`src/rtl/status_reporter.sv`:
```
// rtl/status_reporter.sv - debounced input status reporter with ack handshake, heartbeat and boot report; optional STATUS_EDGE_FLAGS_EN adds a changed-bit mask
module status_reporter #(
    parameter int              N_IN             = 6,
    parameter int              DEBOUNCE_CYCLES  = 50000,
    parameter int              HEARTBEAT_CYCLES = 5000000,
    parameter logic [3:0]      CTRL_CODE        = 4'b0001,
    parameter logic [N_IN-1:0] ACTIVE_LOW_MASK  = {N_IN{1'b1}}
) (
    input  logic            clk,
    input  logic            rst,
    input  logic [N_IN-1:0] in_raw,
    output logic [3:0]      out_ctrl,
    output logic [23:0]     out_data,
    output logic            out_wr,
    input  logic            out_ack,
    output logic [N_IN-1:0] status
);

    localparam int              DB_W    = $clog2(DEBOUNCE_CYCLES);
    localparam int              HB_W    = $clog2(HEARTBEAT_CYCLES);
    localparam logic [DB_W-1:0] DB_LAST = DB_W'(DEBOUNCE_CYCLES - 1);
    localparam logic [HB_W-1:0] HB_LAST = HB_W'(HEARTBEAT_CYCLES - 1);

    typedef enum logic [0:0] {
        ST_IDLE,
        ST_SEND
    } state_t;

    state_t            state;
    state_t            state_nxt;
    logic              launch;
    logic              done;

    logic [N_IN-1:0]   sync_q1;
    logic [N_IN-1:0]   sync_q2;
    logic [N_IN-1:0]   synced;

    logic [DB_W-1:0]   db_cnt     [N_IN];
    logic [DB_W-1:0]   db_cnt_nxt [N_IN];
    logic [N_IN-1:0]   status_nxt;

    logic [HB_W-1:0]   hb_cnt;
    logic              hb_expire;
    logic              hb_pending;
    logic              boot_pending;

    logic [N_IN-1:0]   reported;
    logic              change_pending;
    logic [23:0]       report_word;

    assign out_ctrl       = CTRL_CODE;
    assign synced         = sync_q2 ^ ACTIVE_LOW_MASK;
    assign change_pending = (status != reported);
    assign hb_expire      = (hb_cnt == HB_LAST);

    // Two-flop synchroniser; reset to the idle (inactive) level so the debouncer sees no activity out of reset
    always_ff @(posedge clk) begin
        if (rst) begin
            sync_q1 <= ACTIVE_LOW_MASK;
            sync_q2 <= ACTIVE_LOW_MASK;
        end else begin
            sync_q1 <= in_raw;
            sync_q2 <= sync_q1;
        end
    end

    // Per-bit debounce: count consecutive mismatching cycles, accept the new level on the last one
    always_comb begin
        status_nxt = status;
        for (int i = 0; i < N_IN; i++) begin
            db_cnt_nxt[i] = '0;
            if (synced[i] != status[i]) begin
                if (db_cnt[i] == DB_LAST) begin
                    status_nxt[i] = synced[i];
                end else begin
                    db_cnt_nxt[i] = db_cnt[i] + 1'b1;
                end
            end
        end
    end

    // Debounced state and counters
    always_ff @(posedge clk) begin
        if (rst) begin
            status <= '0;
            for (int i = 0; i < N_IN; i++) begin
                db_cnt[i] <= '0;
            end
        end else begin
            status <= status_nxt;
            for (int i = 0; i < N_IN; i++) begin
                db_cnt[i] <= db_cnt_nxt[i];
            end
        end
    end

    // Heartbeat timer and pending flags; a launch consumes every pending reason and restarts the period
    always_ff @(posedge clk) begin
        if (rst) begin
            hb_cnt       <= '0;
            hb_pending   <= 1'b0;
            boot_pending <= 1'b1;
        end else if (launch) begin
            hb_cnt       <= '0;
            hb_pending   <= 1'b0;
            boot_pending <= 1'b0;
        end else if (hb_expire) begin
            hb_cnt       <= '0;
            hb_pending   <= 1'b1;
        end else begin
            hb_cnt       <= hb_cnt + 1'b1;
        end
    end

    // FSM state register
    always_ff @(posedge clk) begin
        if (rst) begin
            state <= ST_IDLE;
        end else begin
            state <= state_nxt;
        end
    end

    // FSM next state: launch from IDLE on any pending reason, return on ack (out_wr is high throughout SEND)
    always_comb begin
        state_nxt = state;
        launch    = 1'b0;
        done      = 1'b0;
        case (state)
            ST_IDLE: begin
                if (boot_pending || hb_pending || change_pending) begin
                    launch    = 1'b1;
                    state_nxt = ST_SEND;
                end
            end
            ST_SEND: begin
                if (out_ack) begin
                    done      = 1'b1;
                    state_nxt = ST_IDLE;
                end
            end
            default: state_nxt = ST_IDLE;
        endcase
    end

`ifdef STATUS_EDGE_FLAGS_EN
    logic [N_IN-1:0] chg_acc;

    if (N_IN > 12) begin : g_width_check
        $error("status_reporter: N_IN must be <= 12 when STATUS_EDGE_FLAGS_EN is defined");
    end

    // Changed mask: toggles since the previous launch; toggles on the launch edge belong to the next word
    always_ff @(posedge clk) begin
        if (rst) begin
            chg_acc <= '0;
        end else if (launch) begin
            chg_acc <= status_nxt ^ status;
        end else begin
            chg_acc <= chg_acc | (status_nxt ^ status);
        end
    end
`endif

    // Report word: status in the low bits, optional changed mask above it, zeros elsewhere
    always_comb begin
        report_word              = '0;
        report_word[N_IN-1:0]    = status;
`ifdef STATUS_EDGE_FLAGS_EN
        report_word[2*N_IN-1:N_IN] = chg_acc;
`endif
    end

    // Outbound word register: captured on launch, held until the ack drops out_wr
    always_ff @(posedge clk) begin
        if (rst) begin
            out_wr   <= 1'b0;
            out_data <= '0;
            reported <= '0;
        end else if (launch) begin
            out_wr   <= 1'b1;
            out_data <= report_word;
            reported <= status;
        end else if (done) begin
            out_wr   <= 1'b0;
        end
    end

endmodule

```
`config.mk`:
```
export PLATFORM = sky130hd
export DESIGN_NAME = status_reporter
export DESIGN_NICKNAME = d
export VERILOG_FILES = /design/src/rtl/status_reporter.sv
export SDC_FILE = /design/constraint.sdc
export NUM_CORES = 1
export LEC_CHECK = 0
export BUFFER_PORTS_ARGS = -buffer_cell sky130_fd_sc_hd__buf_4
export CAP_MARGIN = 20
export CELL_PAD_IN_SITES_DETAIL_PLACEMENT = 2
export CELL_PAD_IN_SITES_GLOBAL_PLACEMENT = 2
export CORE_MARGIN = 1
export CORE_UTILIZATION = 30
export CTS_BUF_LIST = sky130_fd_sc_hd__clkbuf_16
export CTS_CLUSTER_DIAMETER = 150
export DETAILED_ROUTE_END_ITERATION = 8
export GPL_ROUTABILITY_DRIVEN = 0
export PLACE_DENSITY_LB_ADDON = 0.1
export SYNTH_ARGS = -nofsm -noshare
export SYNTH_HDL_FRONTEND = slang
export SYNTH_SLANG_ARGS = --single-unit
```
`constraint.sdc`:
```
create_clock -name clk -period 2 [get_ports clk]
set_clock_uncertainty 0.15 [all_clocks]
set_input_delay 0.3 -clock clk [delete_from_list [all_inputs] [get_ports clk]]
set_output_delay 0.3 -clock clk [all_outputs]
set_load 0.02 [all_outputs]
```
==> results of run 1 <==
## kinds of logic after synthesis
group                      Yosys count
DFF                                147
buffers and inverters               61
and+or+nand+nor                    345
adders and majority gates            7
xor gates and xnor gates            95
muxes                                8
other                                2
AOI/OAI and AO/OA                   57
## where the power goes
part / internal, uW / switching [uW]
Clock: 1920 / 1240
Sequential: 2950 / 17.1
Combinational: 74.9 / 129
## final timing paths
kind                              endpoint  slack, ps  cells past startpoint
worst max register to register  hb_cnt[19]         90                      4
worst max-delay path            hb_cnt[19]         90                      4
worst min-delay path                 state         20                      3
worst min register to register  sync_q2[1]        260                      1
## final cells by class
class | count | area share
multi-input cells | 534 | 0.430
clock inverters | 14 | 0.0188
inverters | 13 | 0.00628
clock buffers | 17 | 0.0548
repair buffers | 64 | 0.0670
well taps | 275 | 0.0443
flip-flops and latches | 147 | 0.379
## routing by layer
metal,vias up,share of wire,GRT usage
li1,2587,-,-
met1,2609,0.46,0.184
met2,45,0.51,0.280
met3,13,0.023,0.0343
met4,0,0.013,0.0561
met5,-,0,0
## Yosys cell counts (all sizes together), types with 17 or more instances
master  count  share of area
dfxtp     147           0.45
nor2       99          0.057
xor2       57          0.077
nand2      38          0.022
xnor2      38          0.051
nand3      37          0.030
nand4      31          0.030
buf        28          0.030
nor3       24          0.018
or3        22          0.022
and4       20          0.027
clkbuf     20          0.012
o21ai      17          0.013
## metrics by stage
step / area [um2] / util
after global routing: 7770 / 0.367
after global placement: 7110 / 0.336
after detailed placement: 7110 / 0.336
after floorplan: 6580 / -
after CTS: 7750 / 0.366
final: 7770 / 0.367
## what timing repair did
action,CTS,global route
hold buffers,6,0
buffers inserted,0,0
pin swaps,0,1
endpoints found under the hold margin,6,0
gates resized for setup,1,7
endpoints found under the setup margin,1,23
## sequential cells by signal, indices dropped and copies added (netlist names), 6 cells and up
name and cells:
hb_cnt 23, db_cnt 96, status 6, out_data 6, sync_q2 6, sync_q1 6
## worst min-delay path, delay by kind of cell
kind | cells | cell delay, ps
AOI/OAI and AO/OA | 2 | 160
buffers and inverters | 1 | 90
==> metrics.cfg, run 1 <==
[run_status]
status=complete, no violations

[drt]
via_count=5254
dr.pass1.iters=4
drt_iter0_markers=118
drtAntennaViolNets=0
wl_per_cell_um=15.3
routed_wl_mm=16.3
vias_per_cell=4.94
remaining_drc_errors=0

[synth]
synth_compound_area_frac=0.0546
async_flop_share=0
syn_inst=722
syn_area_um2=6510
syn_area_per_cell_um2=9.01
synth_top_family_by_area=simple AND/OR/NAND/NOR gates
yosys.area_share.xor_xnor=0.128
synth_edf_count=0
ys.flop_type=dfxtp_1
synthAdderAreaFrac=0.0135
synthMuxAreaShare=0.0123
synthDistinctLibCells=44
ys_ff_latch=147
ys_seq_area_frac=0.452
synth-simple-area-share=0.289
ys_warn_count=0

[floorplanning]
die_w_um=149
die_area_um2=22300
ioPinCount=44
core-area_um2=21200
start_util=0.308
rows=53
die_h_um=149

[critical_path]
crit_arrival_ps=2090
r2r-start=hb_cnt[5]
worstPathCellList=and4_4 -> nand4_1 -> or4_1 -> a211oi_1
worstPathRequired_ps=2180
crit_fanout=5
startpoint_type=flip-flop
crit_type=reg2reg
worstSetupStartpoint=hb_cnt[5]
end_kind=flip-flop
slowest_stage=or4_1
critical-path-max-stage-delay_ps=560
critical-path-top-delay-family=simple AND/OR/NAND/NOR gates
path_buf_inv=0

[clocking]
cts_num_sinks=147
cts_buffers=17
clk_latency_ps=420
cts_tree=yes
root_buffer=clkbuf_16
clockBufferDepth=2
cts_max_level=4
clk_pin_slew_ps=60

[finish]
layout_commonest_cell=dfxtp_1
drive_gt1_frac=0.137
multi_input_area_um2=3340
area_delta_synth_final_pct=19.4
diodes=0
fill_cells=2331
most-common-layout-cells=144 x dfxtp_1, 99 x nor2_1, 57 x xor2_1
nets=793
area.sequential_um2=2950
stdcell_count=1064

[placed_design]
io_buffers=21
post-place-cells=1027
hpwl_mm=11.4
dp_slack_ps=28.8

[timing]
post-route-period-util=0.955
period_minus_slack_ps=1910
slew_violations=0
setup_ws_ps=90.9
setup_viol=0
fmax_mhz=524
grt_setup_unrepaired=false
hold_slack_ps=23.7
setup_tns_ps=0
hold_viol=0

[global_route]
grt_usage=0.157
antenna_found_initial=0
grt_pass1_wl_mm=27.7
overflow=0
grt_max_degree=31
grt_pass1_vias=5671

[min_path]
hold_path_class=in2reg
hp-start=out_ack

[flow_run]
cap_violations=0

[power_and_ir_drop]
cellPowerDensity_nw_per_um2=815
irDropWorstVdd_mv=0.365
totalPowerFinal_uw=6330
leakagePower_uw=0.00268

Note: power is estimated with default switching activity, not from simulation.
==> run 2, diff against run 1 <==
CTS_CLUSTER_SIZE = 40   (was not set)
clock period = 2.2 ns   (was 2 ns; I/O delays follow)
==> run 2 against run 1 <==
  * Utilization decreased by 0.75 points
  * Hold slack better by 18 ps
  * Combinational power shrank 21%
  * Cell count is 2.3% lower
  * Total power decreased by 3.9%
  * Clock-buffer cell count stayed put
  * First-iteration DRC count decreased by 1.7%
  * Register-to-register slack improved by 70 ps
  * Largest cell class unchanged
  * Flip-flop and latch count did not move
  * Die area is the same
  * Routed wire length down 0.70%
  * Design area down 2.0%
==> metrics.cfg, run 2 (synthesis results as in run 1) <==
[drt]
route.met3.wl_um=350  ; -4.4%
routed_wl_mm=16.1  ; -0.70%
drt_iter0_markers=116  ; -1.7%
drtAntennaViolNets=0  ; unchanged
top_layer_used=met4
met1Wirelength_mm=7.30  ; -2.1%
via_count=5143  ; -2.1%
dr.pass1.iters=5  ; +1
wl_per_cell_um=15.5  ; +1.6%
met2WireLength_mm=8.28  ; +0.73%
vias_per_cell=4.95  ; +0.15%
remaining_drc_errors=0  ; unchanged

[clocking]
clk_latency_ps=420  ; about the same
cts_buffers=17  ; unchanged
root_buffer=clkbuf_16
cts_max_level=4  ; unchanged
cts_num_sinks=147  ; unchanged
cts_tree=yes
clockBufferDepth=2  ; unchanged
clk_pin_slew_ps=60  ; about the same

[global_route]
grt_pass1_wl_mm=27.5  ; -0.55%
overflow=0  ; unchanged
grt_max_degree=35  ; +13%
antenna_found_initial=0  ; unchanged
grt_usage=0.157  ; -0.000190
grt_pass1_vias=5588  ; -1.5%

[flow_run]
cap_violations=0  ; unchanged

[floorplanning]
ioPinCount=44  ; unchanged
start_util=0.308  ; unchanged
core-area_um2=21200  ; unchanged
die_w_um=149  ; unchanged
die_area_um2=22300  ; unchanged
rows=53  ; unchanged
die_h_um=149  ; unchanged

[timing]
tightest_slew_ps=552
period_minus_slack_ps=2040  ; +127 ps
slew_violations=0  ; unchanged
post-route-period-util=0.925  ; -0.0293
fmax_mhz=491  ; -6.2%
setup_tns_ps=0  ; unchanged
setup_viol=0  ; unchanged
slew_headroom=0.632
grt_setup_unrepaired=false
hold_viol=0  ; unchanged

[finish]
drive_gt1_frac=0.102  ; -0.0349
layout_commonest_cell=dfxtp_1
diodes=0  ; unchanged
stdcell_count=1040  ; -2.3%
most-common-layout-cells=146 x dfxtp_1, 99 x nor2_1, 57 x xor2_1
largest_reg_flops=96  ; unchanged
regMostFlops=db_cnt
area_delta_synth_final_pct=17.0
biggestRegsByFlops=db_cnt: 96 flops, hb_cnt: 23 flops
nets=769  ; -3.0%

[critical_path]
worstPathRequired_ps=2380  ; +200 ps
crit_type=reg2reg
startpoint_type=flip-flop
crit_fanout=9  ; +4
end_kind=flip-flop
crit_arrival_ps=2210  ; +120 ps

[power_and_ir_drop]
cellPowerDensity_nw_per_um2=800  ; -1.9%
leakagePower_uw=0.00259  ; -3.4%
irDropWorstVdd_mv=0.546  ; +49%

[min_path]
hold_path_class=in2reg

[placed_design]
post-place-cells=1002  ; -2.4%
hpwl_mm=11.4  ; -0.52%
io_buffers=21  ; unchanged

[run_status]
status=complete, no violations

## run 2: cell count changes in the layout (fill, tap and decap cells not counted), moves of 2 or more
cell	change
buf_4	-22
buf_12	-2
clkinvlp_4	-3
dfxtp_1	+2
dfxtp_2	-2
bufinv_16	+3
## run 2: timing repair
| item | in CTS | in global routing |
|---|---|---|
| endpoints found under the setup margin | 0 | 5 |
| endpoints found under the hold margin | 6 | 0 |
| gates resized for setup | 0 | 1 |
| setup buffers | 0 | 1 |
| hold buffers | 6 | 0 |
## run 2: path summary, 6_finish.rpt
check                                   to  cells past startpoint  slack [ps]        from
worst max-delay path            hb_cnt[17]                      5         160   hb_cnt[3]
worst min-delay path                 state                      3          40     out_ack
worst min register to register  sync_q2[2]                      1         260  sync_q1[2]
worst max register to register  hb_cnt[17]                      5         160   hb_cnt[3]
## run 2: metrics by stage
| step | worst slack (ps) | utilization | area (um2) | power [uW] | hold WS, ps |
|---|---|---|---|---|---|
| after floorplan | 255 | - | 6580 | 2900 | 239 |
| after detailed placement | 75.5 | 0.326 | 6900 | 2920 | 249 |
| after CTS | 67.4 | 0.359 | 7600 | 6200 | 24.2 |
| after global placement | 201 | 0.326 | 6900 | 2910 | 241 |
| final | 164 | 0.360 | 7610 | 6090 | 41.7 |
| after global routing | 29.6 | 0.360 | 7610 | 6330 | 25.6 |
## run 2: cell type report
| cell class | instances | area, um2 |
|---|---|---|
| Clock buffer | 17 | 425 |
| Clock inverter | 14 | 218 |
| Fill cell | 2364 | 13500 |
| Inverter | 13 | 48.8 |
| Multi-Input combinational cell | 534 | 3320 |
| Sequential cell | 147 | 2940 |
| Tap cell | 275 | 344 |
| Timing Repair Buffer | 40 | 315 |
## run 2: critical path: stages, from the launching register on
cell	delay [ps]
dfxtp_1	420
and4_4	280
nand4_1	230
buf_4	260
or3_1	350
a211oi_1	250
## run 2: report_power, final
part           internal (uW)  total, uW  leakage (uW)  switching (uW)
combinational           53.8        161       0.00108             107
clock                   2100       3220      0.000318            1130
sequential              2680       2710       0.00119            20.1
total                   4840       6090       0.00259            1250
## run 2: metal layers
layer  GRT usage  up-vias
met3      0.0309       16
li1            -     2549
met4      0.0582        0
met2       0.280       47
met1       0.184     2531
met5           0        -
